## config.mk

```make
export PLATFORM = sky130hd
export DESIGN_NAME = fetch_buffered_stage_flat
export DESIGN_NICKNAME = d
export VERILOG_FILES = /design/src/rtl/fetch_buffered_stage_pkg.sv /design/src/rtl/fetch_buffered_stage_if.sv /design/src/rtl/fetch_instruction_queue.sv /design/src/rtl/fetch_buffered_stage.sv /design/src/flat_wrapper.sv
export SDC_FILE = /design/constraint.sdc
export NUM_CORES = 1
export LEC_CHECK = 0
export ABC_AREA = 1
export CAP_MARGIN = 0
export CORE_MARGIN = 5
export CORE_UTILIZATION = 50
export DETAILED_ROUTE_END_ITERATION = 6
export HOLD_SLACK_MARGIN = 0.02
export PLACE_DENSITY = 0.78
export SKIP_LAST_GASP = 1
export SLEW_MARGIN = 15
export SYNTH_ARGS = -nofsm -noshare
export SYNTH_HDL_FRONTEND = slang
export SYNTH_SLANG_ARGS = --single-unit
```

## constraint.sdc

```tcl
create_clock -name clk -period 5.45 [get_ports clk]
set_input_delay 0.8175 -clock clk [delete_from_list [all_inputs] [get_ports clk]]
set_output_delay 0.8175 -clock clk [all_outputs]
set_load 0.05 [all_outputs]
```

## src/rtl/fetch_buffered_stage_pkg.sv

```systemverilog
// Shared constants for the buffered instruction-fetch stage.
package fetch_buffered_stage_pkg;

   // addi x0, x0, 0
   localparam logic [31:0] NOP_INSTRUCTION = 32'h0000_0013;

   // Sequential fetch stride in bytes.
   localparam int unsigned INSTRUCTION_BYTES = 4;

   // Base RV32 major opcodes, for decode-side consumers of the stage.
   typedef enum logic [6:0] {
      OpLoad   = 7'h03,
      OpMiscMem = 7'h0f,
      OpOpImm  = 7'h13,
      OpAuipc  = 7'h17,
      OpStore  = 7'h23,
      OpOp     = 7'h33,
      OpLui    = 7'h37,
      OpBranch = 7'h63,
      OpJalr   = 7'h67,
      OpJal    = 7'h6f,
      OpSystem = 7'h73
   } rv_opcode_e;

endpackage

```

## src/rtl/fetch_buffered_stage_if.sv

```systemverilog
// Handshake bundle between the fetch stage, instruction memory and decode.
// master: the fetch stage. slave: memory/decode/branch environment.
interface fetch_buffered_stage_if #(
   parameter int unsigned XLEN = 32
);
   logic            redirect_valid;
   logic [XLEN-1:0] redirect_address;
   logic            imem_req_valid;
   logic            imem_req_ready;
   logic [XLEN-1:0] imem_req_address;
   logic            imem_resp_valid;
   logic [31:0]     imem_resp_data;
   logic            decode_ready;
   logic            decode_valid;
   logic [31:0]     instruction_register;
   logic [XLEN-1:0] current_program_counter;
   logic [XLEN-1:0] next_program_counter;

   modport master (
      input  redirect_valid, redirect_address, imem_req_ready, imem_resp_valid, imem_resp_data,
             decode_ready,
      output imem_req_valid, imem_req_address, decode_valid, instruction_register,
             current_program_counter, next_program_counter
   );

   modport slave (
      output redirect_valid, redirect_address, imem_req_ready, imem_resp_valid, imem_resp_data,
             decode_ready,
      input  imem_req_valid, imem_req_address, decode_valid, instruction_register,
             current_program_counter, next_program_counter
   );
endinterface

```

## src/rtl/fetch_instruction_queue.sv

```systemverilog
// Synchronous FIFO of {pc, instruction} pairs with a show-ahead head and flush.
module fetch_instruction_queue #(
   parameter int unsigned XLEN  = 32,
   parameter int unsigned Depth = 4
) (
   input  logic                       clk_i,
   input  logic                       rst_i,
   input  logic                       flush_i,
   input  logic                       push_i,
   input  logic [XLEN-1:0]            push_pc_i,
   input  logic [31:0]                push_instr_i,
   input  logic                       pop_i,
   output logic [$clog2(Depth):0]     count_o,
   output logic                       empty_o,
   output logic [XLEN-1:0]            head_pc_o,
   output logic [31:0]                head_instr_o
);
   localparam int unsigned PtrW = $clog2(Depth);
   localparam int unsigned CntW = PtrW + 1;

   logic [XLEN-1:0] pc_mem_q    [Depth];
   logic [31:0]     instr_mem_q [Depth];
   logic [PtrW-1:0] wr_ptr_q, wr_ptr_d;
   logic [PtrW-1:0] rd_ptr_q, rd_ptr_d;
   logic [CntW-1:0] count_q, count_d;

   // Pointer/count update; flush wins over push and pop, pointers wrap naturally.
   always_comb begin
      wr_ptr_d = wr_ptr_q;
      rd_ptr_d = rd_ptr_q;
      count_d  = count_q;
      if (flush_i) begin
         wr_ptr_d = '0;
         rd_ptr_d = '0;
         count_d  = '0;
      end else begin
         if (push_i) wr_ptr_d = wr_ptr_q + 1'b1;
         if (pop_i)  rd_ptr_d = rd_ptr_q + 1'b1;
         count_d = count_q + CntW'(push_i) - CntW'(pop_i);
      end
   end

   // Control state register with synchronous reset.
   always_ff @(posedge clk_i) begin
      if (rst_i) begin
         wr_ptr_q <= '0;
         rd_ptr_q <= '0;
         count_q  <= '0;
      end else begin
         wr_ptr_q <= wr_ptr_d;
         rd_ptr_q <= rd_ptr_d;
         count_q  <= count_d;
      end
   end

   // Entry storage; contents are only meaningful while counted, so no reset.
   always_ff @(posedge clk_i) begin
      if (push_i && !flush_i) begin
         pc_mem_q[wr_ptr_q]    <= push_pc_i;
         instr_mem_q[wr_ptr_q] <= push_instr_i;
      end
   end

   assign count_o      = count_q;
   assign empty_o      = (count_q == '0);
   assign head_pc_o    = pc_mem_q[rd_ptr_q];
   assign head_instr_o = instr_mem_q[rd_ptr_q];

   // Credit logic upstream must never push into a full queue.
   a_no_overflow: assert property (@(posedge clk_i) disable iff (rst_i)
      (push_i && !flush_i) |-> (count_q != CntW'(Depth)));

endmodule

```

## src/rtl/fetch_buffered_stage.sv

```systemverilog
// Instruction-fetch stage: issues sequential PC requests against a credit of
// QUEUE_DEPTH, buffers in-order responses, and on redirect flushes the queue and
// drops responses still in flight for the old path.
module fetch_buffered_stage #(
   parameter int unsigned     XLEN                    = 32,
   parameter logic [XLEN-1:0] INITIAL_PROGRAM_COUNTER = 'h1000,
   parameter int unsigned     QUEUE_DEPTH             = 4,
   parameter logic [31:0]     NOP_INSTRUCTION         = fetch_buffered_stage_pkg::NOP_INSTRUCTION
) (
   input logic                    clk,
   input logic                    reset,
   fetch_buffered_stage_if.master bus
);
   import fetch_buffered_stage_pkg::*;

   localparam int unsigned     CntW      = $clog2(QUEUE_DEPTH) + 1;
   localparam logic [CntW:0]   CreditMax = (CntW + 1)'(QUEUE_DEPTH);
   localparam logic [XLEN-1:0] PcStep    = XLEN'(INSTRUCTION_BYTES);

   logic [XLEN-1:0] fetch_pc_q, fetch_pc_d;
   logic [XLEN-1:0] resp_pc_q, resp_pc_d;
   logic [CntW-1:0] inflight_q, inflight_d;
   logic [CntW-1:0] drop_q, drop_d;

   logic [CntW-1:0] q_count;
   logic            q_empty;
   logic [XLEN-1:0] head_pc;
   logic [31:0]     head_instr;
   logic [CntW:0]   credit_used;
   logic            req_fire;
   logic            resp_keep;
   logic            q_pop;
   logic [XLEN-1:0] cur_pc;

   // Buffered plus outstanding entries may never exceed the queue size.
   assign credit_used        = {1'b0, q_count} + {1'b0, inflight_q};
   assign bus.imem_req_valid   = !bus.redirect_valid && (credit_used < CreditMax);
   assign bus.imem_req_address = fetch_pc_q;

   assign req_fire  = bus.imem_req_valid && bus.imem_req_ready;
   assign resp_keep = bus.imem_resp_valid && (drop_q == '0) && !bus.redirect_valid;
   assign q_pop     = !q_empty && bus.decode_ready && !bus.redirect_valid;

   // Next-state for PCs and counters; redirect overrides everything else.
   always_comb begin
      fetch_pc_d = fetch_pc_q;
      resp_pc_d  = resp_pc_q;
      drop_d     = drop_q;
      inflight_d = inflight_q + CntW'(req_fire) - CntW'(bus.imem_resp_valid);
      if (req_fire)  fetch_pc_d = fetch_pc_q + PcStep;
      if (resp_keep) resp_pc_d  = resp_pc_q + PcStep;
      if (bus.imem_resp_valid && (drop_q != '0)) drop_d = drop_q - 1'b1;
      if (bus.redirect_valid) begin
         fetch_pc_d = bus.redirect_address;
         resp_pc_d  = bus.redirect_address;
         // A response landing in the redirect cycle is discarded right here.
         drop_d     = inflight_q - CntW'(bus.imem_resp_valid);
      end
   end

   // State register with synchronous reset.
   always_ff @(posedge clk) begin
      if (reset) begin
         fetch_pc_q <= INITIAL_PROGRAM_COUNTER;
         resp_pc_q  <= INITIAL_PROGRAM_COUNTER;
         inflight_q <= '0;
         drop_q     <= '0;
      end else begin
         fetch_pc_q <= fetch_pc_d;
         resp_pc_q  <= resp_pc_d;
         inflight_q <= inflight_d;
         drop_q     <= drop_d;
      end
   end

   fetch_instruction_queue #(
      .XLEN  (XLEN),
      .Depth (QUEUE_DEPTH)
   ) u_queue (
      .clk_i        (clk),
      .rst_i        (reset),
      .flush_i      (bus.redirect_valid),
      .push_i       (resp_keep),
      .push_pc_i    (resp_pc_q),
      .push_instr_i (bus.imem_resp_data),
      .pop_i        (q_pop),
      .count_o      (q_count),
      .empty_o      (q_empty),
      .head_pc_o    (head_pc),
      .head_instr_o (head_instr)
   );

   // Decode view comes purely from queue state; an empty queue shows a NOP at
   // the PC the next kept response will carry.
   always_comb begin
      cur_pc                      = q_empty ? resp_pc_q : head_pc;
      bus.decode_valid            = !q_empty;
      bus.instruction_register    = q_empty ? NOP_INSTRUCTION : head_instr;
      bus.current_program_counter = cur_pc;
      bus.next_program_counter    = cur_pc + PcStep;
   end

   // Memory answers only requests it accepted, so a response implies credit.
   a_resp_has_credit: assert property (@(posedge clk) disable iff (reset)
      bus.imem_resp_valid |-> (inflight_q != '0));

endmodule

```

## src/flat_wrapper.sv

```systemverilog
// flat-port wrapper written by rule: the top's interface ports become plain ports
module fetch_buffered_stage_flat import fetch_buffered_stage_pkg::*;
#(
   parameter int unsigned     XLEN                    = 32,
   parameter logic [XLEN-1:0] INITIAL_PROGRAM_COUNTER = 'h1000,
   parameter int unsigned     QUEUE_DEPTH             = 4,
   parameter logic [31:0]     NOP_INSTRUCTION         = fetch_buffered_stage_pkg::NOP_INSTRUCTION
)
  (clk, reset, bus_redirect_valid, bus_redirect_address, bus_imem_req_ready, bus_imem_resp_valid, bus_imem_resp_data, bus_decode_ready, bus_imem_req_valid, bus_imem_req_address, bus_decode_valid, bus_instruction_register, bus_current_program_counter, bus_next_program_counter);
  fetch_buffered_stage_if #(.XLEN(XLEN)) bus_i ();
  input logic clk;
  input logic reset;
  input wire logic [$bits(bus_i.redirect_valid)-1:0] bus_redirect_valid;
  input wire logic [$bits(bus_i.redirect_address)-1:0] bus_redirect_address;
  input wire logic [$bits(bus_i.imem_req_ready)-1:0] bus_imem_req_ready;
  input wire logic [$bits(bus_i.imem_resp_valid)-1:0] bus_imem_resp_valid;
  input wire logic [$bits(bus_i.imem_resp_data)-1:0] bus_imem_resp_data;
  input wire logic [$bits(bus_i.decode_ready)-1:0] bus_decode_ready;
  output wire logic [$bits(bus_i.imem_req_valid)-1:0] bus_imem_req_valid;
  output wire logic [$bits(bus_i.imem_req_address)-1:0] bus_imem_req_address;
  output wire logic [$bits(bus_i.decode_valid)-1:0] bus_decode_valid;
  output wire logic [$bits(bus_i.instruction_register)-1:0] bus_instruction_register;
  output wire logic [$bits(bus_i.current_program_counter)-1:0] bus_current_program_counter;
  output wire logic [$bits(bus_i.next_program_counter)-1:0] bus_next_program_counter;
  assign bus_i.redirect_valid = bus_redirect_valid;
  assign bus_i.redirect_address = bus_redirect_address;
  assign bus_i.imem_req_ready = bus_imem_req_ready;
  assign bus_i.imem_resp_valid = bus_imem_resp_valid;
  assign bus_i.imem_resp_data = bus_imem_resp_data;
  assign bus_i.decode_ready = bus_decode_ready;
  assign bus_imem_req_valid = bus_i.imem_req_valid;
  assign bus_imem_req_address = bus_i.imem_req_address;
  assign bus_decode_valid = bus_i.decode_valid;
  assign bus_instruction_register = bus_i.instruction_register;
  assign bus_current_program_counter = bus_i.current_program_counter;
  assign bus_next_program_counter = bus_i.next_program_counter;
  fetch_buffered_stage #(.XLEN(XLEN), .INITIAL_PROGRAM_COUNTER(INITIAL_PROGRAM_COUNTER), .QUEUE_DEPTH(QUEUE_DEPTH), .NOP_INSTRUCTION(NOP_INSTRUCTION)) u_core (.clk(clk), .reset(reset), .bus(bus_i));
endmodule
```

==> results of run 1 <==
cell usage after synthesis, drive strengths merged (2+ instances only):
master,number,area (um^2)
buf,47,301.5
o22ai,9,56.30
dfxtp,79,1582
nor2,277,1127
o211ai,4,30.03
clkbuf,30,112.6
xnor2,10,87.58
inv,247,932.1
or2,3,18.77
edfxtp,256,7687
a21boi,2,15.02
xor2,32,280.3
o221ai,2,17.52
nand4,21,131.4
a31oi,28,175.2
a21oi,84,420.4
nand2,516,2019
nand3,118,603.1
o311ai,3,26.28
ha,17,212.7
o21ai,123,615.6
fa,2,40.04
nor3,16,102.6
cells by family (layout without fill, tap and decap cells):
| group | count (synthesis) | after routing | synth area share (%) |
|---|---|---|---|
| xor+xnor | 42 | 42 | 2.212 |
| fa+ha+maj | 19 | 19 | 1.520 |
| simple gates | 952 | 952 | 24.12 |
| flops | 335 | 335 | 55.74 |
| buf+inv | 325 | 526 | 8.118 |
| compound gates | 258 | 258 | 8.291 |
stage by stage:
step	power (W)	worst slack, ps	utilization, %	std cells	hold slack [ps]
2_1_floorplan	0.003700	655.1	-	1931	436.5
3_3_place_gp	0.004087	1038	57.87	2511	442.4
3_5_place_dp	0.004110	897.1	57.87	2511	450.1
4_1_cts	0.006418	331.8	61.23	2574	452.5
5_1_grt	0.006606	106.6	61.25	2574	494.3
6_report	0.006380	434.5	61.25	2574	456.3
layer usage:
metal	GRT usage (%)	part of all wire (%)	routed length, um
met1	32.56	41	18870
met2	41.34	47	22110
met3	4.993	9.2	4280
met4	7.351	2.8	1301
met5	0	0	0
where the power goes:
part           leakage [nW]  internal [W]  switching (W)
Clock                 0.536       0.00130        0.00101
Sequential             2.99       0.00285      0.0000981
Combinational          4.40      0.000337       0.000777
flip-flops by register name (all words and copies together) (netlist names), 3 cells and up, named ones only:
| name | count |
|---|---|
| u_core.u_queue.count_o | 3 |
| u_core.drop_q | 3 |
| u_core.inflight_q | 3 |
| u_core.resp_pc_q | 32 |
| u_core.u_queue.pc_mem_q | 128 |
| u_core.u_queue.instr_mem_q | 128 |
| u_core.bus.imem_req_address | 32 |
path summary, 6_finish.rpt:
kind / slack (ps) / end / startpoint / cells after the start
worst min register to register: 460 / flop / u_core.u_queue.rd_ptr_q[1] / 2
worst max register to register: 2110 / u_core.inflight_q[2] / u_core.inflight_q[2] / 12
worst min-delay path: 460 / flop / u_core.u_queue.rd_ptr_q[1] / 2
worst max-delay path: 430 / bus_next_program_counter[29] / flop / 14
layout make-up:
| cell class | count | area (um^2) | area share, % |
|---|---|---|---|
| Multi-Input combinational cell | 1271 | 6041 | 30.16 |
| Tap cell | 442 | 553.0 | 2.761 |
| Timing Repair Buffer | 215 | 2123 | 10.60 |
| Clock inverter | 21 | 198.9 | 0.9933 |
| Clock buffer | 42 | 902.1 | 4.504 |
| Sequential cell | 335 | 9274 | 46.30 |
| Inverter | 248 | 935.9 | 4.673 |
what timing repair did:
action                                  CTS  global route
endpoints found under the setup margin    0             1
setup buffers                             0             0
resized for setup                         0             1
worst max-delay path: cells and delay by family, from the launching register on:
family                 cells  cell delay, ps
AND/OR/NAND/NOR           11            1350
buffers and inverters      3            1500
flip-flops                 1             750
==> flow_summary.json, run 1 <==
{
  "synth_ff_type": "edfxtp_1",
  "synth-seq-area-share_pct": 55.74,
  "layout_common_cells": "nand2_1, edfxtp_1, nor2_1",
  "hold_viol": 0,
  "antenna_found_initial": 0,
  "syn_nets": 2020,
  "leakagePower_nw": 7.925,
  "async_flop_share_pct": 0,
  "dieWidth_um": 192.4,
  "syn_area_mm2": 0.01663,
  "critPathMaxStageDelay_ps": 800,
  "clockBufferDepth": 3,
  "fmax_mhz": 199.4,
  "required_ps": 4630,
  "cts_inserted_buffers": 35,
  "ctsRootBufferMaster": "clkbuf_16",
  "via_per_inst": 5.406,
  "coreArea_mm2": 0.03270,
  "drv_slew": 0,
  "cts_htree_levels": 2,
  "syn_area_per_cell_um2": 8.612,
  "area_growth_pct": 20.44,
  "io_pins": 200,
  "die_area_mm2": 0.03701,
  "die_h_um": 192.4,
  "place_area_mm2": 0.01892,
  "tritoncts": "yes",
  "end_kind": "primary output",
  "fin_crit_sh_pct": 92.03,
  "grt_start_max_net_pins": 76,
  "min_path_type": "flop to flop",
  "grt_pass1_wl_mm": 72.11,
  "totalWireLength_mm": 46.56,
  "insertion_delay_ps": 540,
  "cap_violations": 0,
  "fin_skew_ps": 18.03,
  "cts.sink_count": 335,
  "first_global_vias": 13420,
  "max-vdd-ir-drop_mv": 0.2385,
  "gp_congestion": 0.9928,
  "diodes": 0,
  "ys_warn_count": 0,
  "vias": 13920,
  "grt_use_total_pct": 24.65,
  "crit_type": "flop to primary output",
  "nets": 2195,
  "fillers": 2699,
  "mostFrequentLayoutCell": "nand2_1",
  "start_util_pct": 50.85,
  "synth-edff-count": 256,
  "path_common_cell": "nand2_1",
  "outcome": "finished clean",
  "syn_inst": 1931,
  "cp.arrival_ps": 4200,
  "stdcell_area_mm2": 0.02003,
  "min_period_ps": 5015,
  "worstPathMaxFanout": 57,
  "drt_pass1_iterations": 5,
  "rsz0062_at_grt": "no",
  "critPathSlowestCell": "clkdlybuf4s50_1",
  "cts_hold_buf": 0,
  "drc": 0,
  "drt-initial-drc-count": 1153,
  "setup_viol": 0,
  "clk_pin_slew_ps": 60,
  "yosys_register_bits": 335,
  "dp_hpwl_mm": 31.25,
  "drtAntennaViolNets": 0,
  "relSlewSlack_pct": 23.83,
  "grt_overflow": 0,
  "post_drt_wl_per_cell_um": 18.09,
  "critPathLaunchType": "flop",
  "worst_pin_slew_ps": 1138,
  "synth_cell_types": 41,
  "finalSetupTns_ps": 0,
  "final_layout_size_suffix_gt1_share_pct": 6.754,
  "path_cells": "inv_4 -> buf_4 -> nand2_1 -> nand3_1 -> nand2_1 -> nand2_1 -> nand2_1 -> nand2_1 -> nor2_2 -> nand2_1 -> nor2_1 -> nand3_1 -> nand2_1 -> clkdlybuf4s50_1",
  "power_density_mw_per_mm2": 318.6,
  "rows": 66,
  "portBuffers": 199
}
Power figures use the tool's default switching activity.
==> inputs of run 2 (changes only) <==
CORE_MARGIN = 8   (was 5)
==> flow_summary.json, run 2 (synthesis gave the netlist of run 1 again) <==
{
  "critPathLaunchType": "flop",
  "max-vdd-ir-drop_mv": 0.2006,
  "die_h_um": 198.4,
  "stdcell_area_mm2": 0.02000,
  "dp_hpwl_mm": 32.40,
  "fin_skew_ps": 16.99,
  "drt_pass1_iterations": 5,
  "die_area_mm2": 0.03935,
  "layout_common_cells": "nand2_1, edfxtp_1, nor2_1",
  "relSlewSlack_pct": 26.35,
  "place_inst": 2509,
  "area_growth_pct": 20.29,
  "finalSetupTns_ps": 0,
  "leakagePower_nw": 7.910,
  "rows": 66,
  "start_util_pct": 50.98,
  "min_period_ps": 4938,
  "fmax_mhz": 202.5,
  "cts_setup_buffers": 0,
  "drc": 0,
  "grt_overflow": 0,
  "ctsRootBufferMaster": "clkbuf_16",
  "regArea_mm2": 0.009274,
  "end_kind": "primary output",
  "ctsResizeCount": 0,
  "diodes": 0,
  "io_pins": 200,
  "multi_input_comb_area_mm2": 0.006041,
  "vias": 13820,
  "drv_slew": 0,
  "setup_viol": 0,
  "cts_htree_levels": 2,
  "rsz0062_at_grt": "no",
  "fillers": 2674,
  "required_ps": 4630,
  "mostFrequentLayoutCell": "nand2_1",
  "worstPathMaxFanout": 82,
  "portBuffers": 199,
  "cts_hold_buf": 0,
  "gp_congestion": 0.9463,
  "dieWidth_um": 198.4,
  "grt_start_max_net_pins": 83,
  "cts.sink_count": 335,
  "tritoncts": "yes",
  "final_layout_size_suffix_gt1_share_pct": 6.379,
  "min_path_type": "flop to flop",
  "reg_top3": "u_core.u_queue.instr_mem_q x128, u_core.u_queue.pc_mem_q x128",
  "worst_pin_slew_ps": 1101,
  "via_per_inst": 5.370,
  "clockBufferDepth": 3,
  "fin_crit_sh_pct": 90.60,
  "first_global_vias": 13500,
  "grt_use_total_pct": 23.45,
  "total_power_w": 0.006419,
  "post_drt_wl_per_cell_um": 18.41,
  "cap_violations": 0,
  "power_density_mw_per_mm2": 320.9,
  "antenna_found_initial": 1,
  "drtAntennaViolNets": 0,
  "post_layout_nonfiller_instances": 2574,
  "outcome": "finished clean",
  "grt_pass1_wl_mm": 72.63,
  "hold_viol": 0,
  "crit_type": "flop to primary output",
  "coreArea_mm2": 0.03262,
  "totalWireLength_mm": 47.38,
  "drt-initial-drc-count": 1165,
  "cp.arrival_ps": 4120,
  "clk_pin_slew_ps": 60,
  "insertion_delay_ps": 520,
  "cts_inserted_buffers": 36,
  "pre_cts_slack_ps": 1038,
  "place_area_mm2": 0.01888,
  "nets": 2194,
  "fin_ws_ps": 512.2
}
## run 2: cell count changes in the layout (fill, tap and decap cells not counted), sizes merged
cell,delta
clkinvlp,-1
clkinv,-10
buf,-4
clkbuf,+12
inv,+1
clkdlybuf4s50,+2
## run 2: per-stage QoR
stage	hold WS, ps	utilization [%]
3_3_place_gp	446.6	57.87
5_1_grt	504.8	61.33
3_5_place_dp	453.5	57.87
4_1_cts	468.4	61.33
6_report	458.4	61.33
2_1_floorplan	436.5	-
## run 2: path summary, 6_finish.rpt
check,slack [ps],to,cells past startpoint,start
min,460,u_core.bus.imem_req_address[1],2,u_core.bus.imem_req_address[1]
max,510,bus_next_program_counter[11],13,flop
max reg2reg,2090,u_core.inflight_q[2],12,u_core.inflight_q[2]
min reg2reg,460,u_core.bus.imem_req_address[1],2,u_core.bus.imem_req_address[1]
## run 2: cell type report
cell class	count	share of cell area [%]
sequential	335	46.36
multi-input combinational	1271	30.20
timing repair buffer	213	10.36
clock buffer	54	5.048
inverter	248	4.679
tap	442	2.765
clock inverter	11	0.5942
## run 2: critical path, stage by stage (launching register included)
cell,delay (ps)
dfxtp_4,710
buf_4,780
nor2_1,110
nor2_1,110
nand2_1,70
nand2_1,60
nand2_1,50
nand2_1,130
nand2_2,100
nor2_4,110
nand2_4,90
nor2_4,200
xor2_1,160
clkdlybuf4s50_1,890
## run 2: power breakdown
part / total (W) / internal (W) / leakage [nW] / switching [W]
Clock: 0.00235 / 0.00138 / 0.543 / 0.000966
Sequential: 0.00296 / 0.00286 / 2.99 / 0.000104
Combinational: 0.00111 / 0.000334 / 4.38 / 0.000775
## run 2: per-layer routing
layer  GRT usage [%]  vias to the layer above  part of all wire, %
met5               0                        -                    0
met4           9.956                        0                  4.1
met3           4.090                      122                  9.5
met2           39.24                      632                   47
met1           29.76                     6428                   40
li1                -                     6641                    -
==> inputs of run 3 (changes only) <==
CORE_UTILIZATION = 24   (was 50)
MAX_ROUTING_LAYER = met4   (was default)
PLACE_DENSITY = 0.46   (was 0.78)
==> flow_summary.json, run 3 (synthesis gave the netlist of run 1 again) <==
{
  "path_common_cell": "nand2_1",
  "fin_skew_ps": 20.05,
  "cts_hold_buf": 0,
  "cp.arrival_ps": 3930,
  "fin_crit_sh_pct": 87.12,
  "grt_use_total_pct": 14.28,
  "rsz0062_at_grt": "no",
  "worst_pin_slew_ps": 1002,
  "min_path_type": "flop to flop",
  "required_ps": 4630,
  "place_area_mm2": 0.01964,
  "clk_pin_slew_ps": 50,
  "dp_hpwl_mm": 37.89,
  "critPathSlowestCell": "buf_4",
  "cts.sink_count": 335,
  "grt_pass1_wl_mm": 83.37,
  "cap_violations": 0,
  "crit_type": "flop to primary output",
  "gp_congestion": 0.8524,
  "totalWireLength_mm": 55.50,
  "grt_overflow": 0,
  "reg_top3": "u_core.u_queue.instr_mem_q x128, u_core.u_queue.pc_mem_q x128",
  "drt_pass1_iterations": 5,
  "place_inst": 3003,
  "critPathMaxStageDelay_ps": 630,
  "critPathLaunchType": "flop",
  "fin_ws_ps": 702.2,
  "cts_setup_buffers": 0,
  "post_drt_wl_per_cell_um": 18.02,
  "outcome": "finished clean",
  "dieWidth_um": 279.2,
  "crit_family": "simple AND/OR/NAND/NOR gates",
  "min_period_ps": 4748,
  "cts_inserted_buffers": 41,
  "drc": 0,
  "die_area_mm2": 0.07797,
  "fillers": 7173,
  "final_layout_size_suffix_gt1_share_pct": 7.778,
  "antenna_found_initial": 1,
  "start_util_pct": 24.25,
  "setup_viol": 0,
  "cts_htree_levels": 2,
  "worstPathMaxFanout": 73,
  "tritoncts": "yes",
  "via_per_inst": 4.367,
  "io_pins": 200,
  "total_power_w": 0.006819,
  "layout_common_cells": "nand2_1, edfxtp_1, nor2_1",
  "area_growth_pct": 26.11,
  "vias": 13450,
  "coreArea_mm2": 0.06859,
  "die_h_um": 279.2,
  "hold_viol": 0,
  "stdcell_area_mm2": 0.02097,
  "clockBufferDepth": 3,
  "ctsResizeCount": 0,
  "relSlewSlack_pct": 33.22,
  "path_cells": "buf_4 -> o21ai_0 -> o21ai_1 -> nand2_1 -> nand2_1 -> ha_1 -> nand3_1 -> nor2_2 -> nand3_4 -> nor2_4 -> xor2_1 -> buf_12",
  "insertion_delay_ps": 560,
  "drtAntennaViolNets": 0,
  "fmax_mhz": 210.6,
  "mostFrequentLayoutCell": "nand2_1",
  "first_global_vias": 13080,
  "drt-initial-drc-count": 978,
  "end_kind": "primary output",
  "pre_cts_slack_ps": 1267,
  "ctsRootBufferMaster": "clkbuf_16",
  "post_layout_nonfiller_instances": 3079,
  "grt_start_max_net_pins": 94,
  "drv_slew": 0,
  "max-vdd-ir-drop_mv": 0.1785,
  "power_density_mw_per_mm2": 325.1,
  "nets": 2204,
  "portBuffers": 199,
  "critical_path_buf_inv_count": 2,
  "rows": 96,
  "finalSetupTns_ps": 0,
  "leakagePower_nw": 8.101
}
-- run 3: cell count changes in the layout (fill, tap and decap cells not counted), sizes merged --
cell / previous run / this run
diode: 0 / 1
buf: 22 / 40
inv: 251 / 248
clkbuf: 54 / 58
clkdlybuf4s50: 191 / 178
clkinv: 5 / 13
clkinvlp: 1 / 2
-- run 3: stage by stage --
| stage | hold WS, ps | utilization (%) |
|---|---|---|
| 4_1_cts | 462.4 | 30.57 |
| 2_1_floorplan | 436.5 | - |
| 3_3_place_gp | 445.4 | 28.64 |
| 3_5_place_dp | 446.9 | 28.64 |
| 5_1_grt | 488.3 | 30.58 |
| 6_report | 454.9 | 30.58 |
-- run 3: worst reg2reg max path: stages, from the launching register on --
cell and delay, ps:
dfxtp_1 400, ha_1 260, nor2_1 90, nand2_1 50, a31oi_1 440, nand2_1 400
nand2_1 620, inv_1 460, nand2_1 160, nand2_1 60, a21oi_1 110, nor2_1 50
-- run 3: final timing paths --
| check | startpoint | to | slack [ps] | depth (start not counted) |
|---|---|---|---|---|
| max | flop | bus_next_program_counter[12] | 700 | 12 |
| min | u_core.bus.imem_req_address[0] | u_core.bus.imem_req_address[0] | 450 | 2 |
| max reg2reg | u_core.inflight_q[2] | u_core.bus.imem_req_address[24] | 2240 | 11 |
| min reg2reg | u_core.bus.imem_req_address[0] | u_core.bus.imem_req_address[0] | 450 | 2 |
-- run 3: final cells by class --
cell class / instances / area [um^2] / share of cell area (%)
clock inverters: 17 / 155.1 / 0.7398
flip-flops and latches: 335 / 9274 / 44.22
diodes: 1 / 2.502 / 0.01193
clock buffers: 58 / 1171 / 5.584
well taps: 931 / 1165 / 5.555
multi-input cells: 1271 / 6041 / 28.80
inverters: 248 / 935.9 / 4.463
repair buffers: 218 / 2227 / 10.62
-- run 3: per-layer routing --
layer / global-route usage (%) / vias up / share of wire (%)
met5: - / - / 0
met1: 19.75 / 6298 / 48
met4: 3.102 / 0 / 1.8
met2: 21.17 / 415 / 43
li1: - / 6670 / -
met3: 3.289 / 63 / 7.2
-- run 3: report_power, final --
part	internal, W	switching, W
logic	0.000354	0.000817
registers	0.00286	0.000102
clock network	0.00160	0.00109
total	0.00481	0.00201
